### src/rtl/mem_write_checker_pkg.sv
// Shared types for the data-memory write checker: FSM states and fail codes.
package mem_write_checker_pkg;

    localparam int FC_W = 3;

    typedef enum logic [1:0] {
        ST_IDLE = 2'd0,
        ST_RUN  = 2'd1,
        ST_PASS = 2'd2,
        ST_FAIL = 2'd3
    } state_t;

    typedef enum logic [FC_W-1:0] {
        FC_NONE            = 3'd0,
        FC_DATA_MISMATCH   = 3'd1,
        FC_UNEXPECTED_ADDR = 3'd2,
        FC_TIMEOUT         = 3'd3,
        FC_DUPLICATE       = 3'd4,
        FC_ORDER           = 3'd5
    } fail_code_t;

endpackage

### src/rtl/mwc_match_unit.sv
// Combinational classifier: decides whether a snooped write matches the
// expected table and, if not, which kind of failure it represents.
module mwc_match_unit
    import mem_write_checker_pkg::*;
#(
    parameter int ADDR_W = 32,
    parameter int DATA_W = 8,
    parameter int N_EXP  = 4,
    localparam int IDX_W = (N_EXP > 1) ? $clog2(N_EXP) : 1,
    localparam int CNT_W = $clog2(N_EXP + 1)
) (
    input  logic [N_EXP-1:0][ADDR_W-1:0] tbl_addr,
    input  logic [N_EXP-1:0][DATA_W-1:0] tbl_data,
    input  logic [N_EXP-1:0]             matched,
    input  logic [CNT_W-1:0]             num_exp,
    input  logic                         ordered,
    input  logic [CNT_W-1:0]             match_cnt,
    input  logic [ADDR_W-1:0]            address,
    input  logic [DATA_W-1:0]            wdata,
    output logic                         hit,
    output logic [IDX_W-1:0]             hit_idx,
    output fail_code_t                   fail_kind
);

    logic             cur_a, cur_d, earlier, later;
    logic             unm_full, unm_addr, m_addr;
    logic [IDX_W-1:0] ord_idx, lo_idx;

    always_comb begin
        cur_a    = 1'b0;
        cur_d    = 1'b0;
        earlier  = 1'b0;
        later    = 1'b0;
        unm_full = 1'b0;
        unm_addr = 1'b0;
        m_addr   = 1'b0;
        ord_idx  = '0;
        lo_idx   = '0;
        for (int i = 0; i < N_EXP; i++) begin
            if (CNT_W'(i) == match_cnt) ord_idx = IDX_W'(i);
            if ((CNT_W'(i) < num_exp) && (tbl_addr[i] == address)) begin
                if (CNT_W'(i) == match_cnt) begin
                    cur_a = 1'b1;
                    cur_d = (tbl_data[i] == wdata);
                end
                if (CNT_W'(i) < match_cnt) earlier = 1'b1;
                if (CNT_W'(i) > match_cnt) later = 1'b1;
                if (matched[i]) m_addr = 1'b1;
                else            unm_addr = 1'b1;
            end
        end
        // Descending scan so the lowest qualifying index is the one kept.
        for (int i = N_EXP - 1; i >= 0; i--) begin
            if ((CNT_W'(i) < num_exp) && !matched[i] &&
                (tbl_addr[i] == address) && (tbl_data[i] == wdata)) begin
                unm_full = 1'b1;
                lo_idx   = IDX_W'(i);
            end
        end
    end

    always_comb begin
        hit       = 1'b0;
        hit_idx   = '0;
        fail_kind = FC_UNEXPECTED_ADDR;
        if (ordered) begin
            if (cur_a && cur_d) begin
                hit       = 1'b1;
                hit_idx   = ord_idx;
                fail_kind = FC_NONE;
            end else if (cur_a)   fail_kind = FC_DATA_MISMATCH;
            else if (earlier)     fail_kind = FC_DUPLICATE;
            else if (later)       fail_kind = FC_ORDER;
        end else begin
            if (unm_full) begin
                hit       = 1'b1;
                hit_idx   = lo_idx;
                fail_kind = FC_NONE;
            end else if (unm_addr) fail_kind = FC_DATA_MISMATCH;
            else if (m_addr)       fail_kind = FC_DUPLICATE;
        end
    end

endmodule

### config.mk
export PLATFORM = sky130hd
export DESIGN_NAME = mwc_match_unit
export DESIGN_NICKNAME = d
export VERILOG_FILES = /design/src/rtl/mem_write_checker_pkg.sv /design/src/rtl/mwc_match_unit.sv
export SDC_FILE = /design/constraint.sdc
export NUM_CORES = 1
export LEC_CHECK = 0
export ABC_AREA = 1
export CORE_ASPECT_RATIO = 1.5
export CORE_MARGIN = 4
export CORE_UTILIZATION = 24
export DETAILED_ROUTE_END_ITERATION = 8
export GPL_ROUTABILITY_DRIVEN = 0
export PLACE_DENSITY = 0.54
export RECOVER_POWER = 25
export SLEW_MARGIN = 25
export SYNTH_ARGS = -nofsm -noshare
export SYNTH_HDL_FRONTEND = slang
export SYNTH_SLANG_ARGS = --single-unit
### constraint.sdc
create_clock -name vclk -period 4
set_input_delay 0.8 -clock vclk [all_inputs]
set_output_delay 0.8 -clock vclk [all_outputs]
set_load 0.02 [all_outputs]
==> run summary <==
The first TritonRoute pass finished after 5 iterations. The ratio of total power to cell area is ~98 nW/µm². The met1 global-route usage came out at 22.72%. The critical path goes through clkdlybuf4s50_1 -> inv_2 -> nand2_1 -> nand2_1 -> nor2_1 -> nand2_1 -> nor2_1 -> nand2_1 -> nor2_4 -> nand2_2 -> nor2_2 -> nand2_1 -> nand2_2 -> nor2_2 -> a21oi_1 -> clkbuf_2. The number of sequential cells came out at 0. In this run the mean area of a mapped cell was approximately 4.5 µm².

The first global-routing pass estimated ~33,000 µm of wire. The accumulated negative setup slack is 0 ns. The synthesized netlist net count is roughly 1,200. The overall global routing resource usage is 21.65%. The worst hold slack came out at 2.406 ns. The hold violation count in the final report came out at 0. The startpoint-to-endpoint class of the critical path is in -> out. The core box area is between 15,000 and 20,000 µm². After detailed routing, the number of vias per cell comes to approximately 4.4. After synthesis, the largest family of logic cells by area is simple AND/OR/NAND/NOR gates. The worst path needs roughly 3.8 ns of the cycle, external delays included. The top fanout value on the critical path is 5.

The initial cell density of the core is 24.53%. The kind of cell with the highest combined delay along the critical path is simple AND/OR/NAND/NOR gates. STA puts the critical path data arrival time at between 2 and 3 ns. In the final routed layout, each cell accounts on average for about 16 µm.

Across the VDD grid, the largest voltage drop is 44.45 µV. The detailed-route DRC error count is 0. The number of placement rows is 59. The growth of design area from synthesis to finish is 70.58%. Counting both buffers and inverters, the worst setup path holds a total of 3.

In the final layout, flip-flops and latches occupy 0 µm². The startpoint type of the worst setup path is an input port. The global-route congestion overflow total came out at 0. The number of top-level design ports came out at 217.

The required arrival time at the worst endpoint is approximately 3.2 ns. The via count of the first global-routing pass came out at between 6,000 and 7,000. The fraction of the yosys area taken by sequential cells is 0%. The share of total power in the clock network came out at 0%. The initial antenna violation count is 1. The placed standard-cell area is about 7300 µm². The number of design-rule violations left by the first detailed-router iteration is between 200 and 300. The count of maximum capacitance violations is 0. The final cell area excluding filler cells is around 7300 µm².

The chip height came out at about 170 µm. The number of standard cells after synthesis is roughly 960. The post-synthesis instance area is between 4000 and 5000 µm². The portion of total power attributed to sequential cells came out at 0%.

The fraction of layout instances using a drive strength above 1 is 12.60%. The met3 track utilization from global routing is roughly 2.0%. Of the total synthesized cell area, the portion taken by full adders, half adders and majority gates is 0%. The overall routed net length came out at around 23,000 µm. The multi-input combinational cells in the finished layout cover a total of 3608 µm². Summed over all nets, the switching power comes to around 0.00036 W. The number of vias in the routed layout came out at 6,428. Counting the fill cells in the layout gives 1,967. Setup violations remaining at the end of the flow were counted as 0.

The number of antenna-violating nets in the routed design came out at 0. The synthesized netlist devotes ~70% of its cell area to simple gates. On the critical path, the stage with the largest delay is an instance of sky130_fd_sc_hd__clkdlybuf4s50_1. Global routing used 42.27% of the available met2 tracks. The die span in x is 117.2 µm. The portion of synthesized area spent on multiplexers is 0%.

The number of nets at the end of the flow is between 1,000 and 1,500. The internal power of the cells totals between 0.0003 and 0.0004 W. The die covers just over 20,000 µm². The worst pin sits at a relative slew slack of 73.22%.

Entering global routing, the biggest net connects 8 pins. The run finished with clean final reports. The largest stage delay on the critical path is roughly 0.54 ns. The total of hold buffers inserted after clock tree synthesis is 0. The worst setup path is captured at an output pin.

During placement, the flow inserted port buffers numbering ~220. The distinct cell type count of the synthesized netlist came out at 35. The analysis attributes to cell leakage a power of just over 4 nW. The portion of total power attributed to combinational logic came out at 100.0%. The fraction of the core area covered by cells at the end of the flow came out at a little over two fifths. The global routing stage identified its most utilized layer as met2. The fraction of power spent switching nets is 49.62%. The pin slew with the least headroom to its limit came out at roughly 0.4 ns. The final cycle utilization of the critical path is approximately 95%.

The area fraction in compound gates after synthesis came out at under 10%. The count of clock-net buffers in the final layout is 0. The top achievable clock speed is around 0.26 GHz. The path class of the tightest hold or removal check is in -> out. The number of max-slew violations in the final report is 0. Setup repair after global routing left no endpoint under its margin.

After legalization and detailed placement, the total HPWL measured between 20,000 and 25,000 µm. The critical path's most frequent cell is sky130_fd_sc_hd__nand2_1. The parity-gate share of the synthesized area counting xor and xnor cells is around an eighth. The count of synthesis-stage warnings from yosys came out at 0.
[cells in the mapped netlist, types with 2 or more instances]
master / number / area share (%)
sky130_fd_sc_hd__o21ai_0: 4 / 0.47
sky130_fd_sc_hd__a21oi_1: 3 / 0.35
sky130_fd_sc_hd__xor2_1: 25 / 5.1
sky130_fd_sc_hd__nor3_2: 3 / 0.70
sky130_fd_sc_hd__nor3_1: 3 / 0.35
sky130_fd_sc_hd__nand2_2: 8 / 1.2
sky130_fd_sc_hd__nor2_2: 8 / 1.2
sky130_fd_sc_hd__nor3b_2: 2 / 0.58
sky130_fd_sc_hd__nor2_1: 142 / 12
sky130_fd_sc_hd__nand4_1: 27 / 3.9
sky130_fd_sc_hd__buf_4: 2 / 0.35
sky130_fd_sc_hd__nor3b_1: 2 / 0.35
sky130_fd_sc_hd__nand3_1: 42 / 4.9
sky130_fd_sc_hd__nand2_1: 435 / 38
sky130_fd_sc_hd__xnor2_1: 33 / 6.7
sky130_fd_sc_hd__nand3b_1: 6 / 1.0
sky130_fd_sc_hd__or2_1: 3 / 0.44
sky130_fd_sc_hd__nor2_4: 9 / 2.4
sky130_fd_sc_hd__or2_0: 3 / 0.44
sky130_fd_sc_hd__or2_2: 2 / 0.29
sky130_fd_sc_hd__o21ai_1: 8 / 0.93
sky130_fd_sc_hd__clkinv_1: 2 / 0.17
sky130_fd_sc_hd__inv_2: 30 / 2.6
sky130_fd_sc_hd__inv_1: 145 / 13
[kinds of logic after synthesis]
family,Yosys count
and+or+nand+nor,702
buffers and inverters,181
xor gates and xnor gates,58
AOI/OAI and AO/OA,17
[power by group through the flow]
stage | clock network, W | logic (W) | registers (W)
floorplan | 0 | 0.000295 | 0
global placement | 0 | 0.000721 | 0
detailed placement | 0 | 0.000722 | 0
CTS | 0 | 0.000724 | 0
global route | 0.0000000000334 | 0.000787 | 0
finish | 0.0000000000335 | 0.000720 | 0
[area by class of cell]
class | instances | area share [%]
Multi-Input combinational cell | 777 | 49.29
Tap cell | 213 | 3.640
Antenna cell | 1 | 0.03418
Timing Repair Buffer | 300 | 37.96
Inverter | 177 | 9.075
[what timing repair did]
item,CTS,global route
setup endpoints to repair,6,6
resized for setup,12,24
buffers inserted,0,0
pin swaps,0,1
[metal layers]
metal  vias to the layer above  wire (µm)
li1                       3438          -
met1                      2675       8463
met2                       267      12140
met3                        48       1432
met4                         0       1237
met5                         -          0
[placed cells by master, fill, tap and decap left out, drive strengths merged]
cell type	n
o21bai	1
dlygate4sd2	5
xnor2	33
diode	1
nor4	1
clkbuf	6
nor3	7
nand2	443
xor2	25
nor2b	1
buf	83
a21oi	3
nand3	42
inv	175
and2	1
nor3b	4
o22ai	1
clkdlybuf4s50	198
nand4	27
and3	1
clkinv	2
o21ai	12
nor2	159
dlymetal6s2s	8
nand3b	8
or2	8
[metrics by stage]
step / instances / total power [W] / setup slack, ns
after floorplan: 958 / 0.0002948 / 0.9966
after global placement: 1467 / 0.0007209 / -0.3199
after detailed placement: 1467 / 0.0007225 / -0.3454
after CTS: 1467 / 0.0007237 / 0.04105
after global routing: 1468 / 0.0007865 / 0.01415
final: 1468 / 0.0007202 / 0.2134
[final timing paths]
path	start	to	slack, ns	depth (start not counted)
setup / recovery	address[23]	hit	0.21	16
hold / removal	ordered	fail_kind[0]	2.41	4
Note: power is estimated with default switching activity, not from simulation.
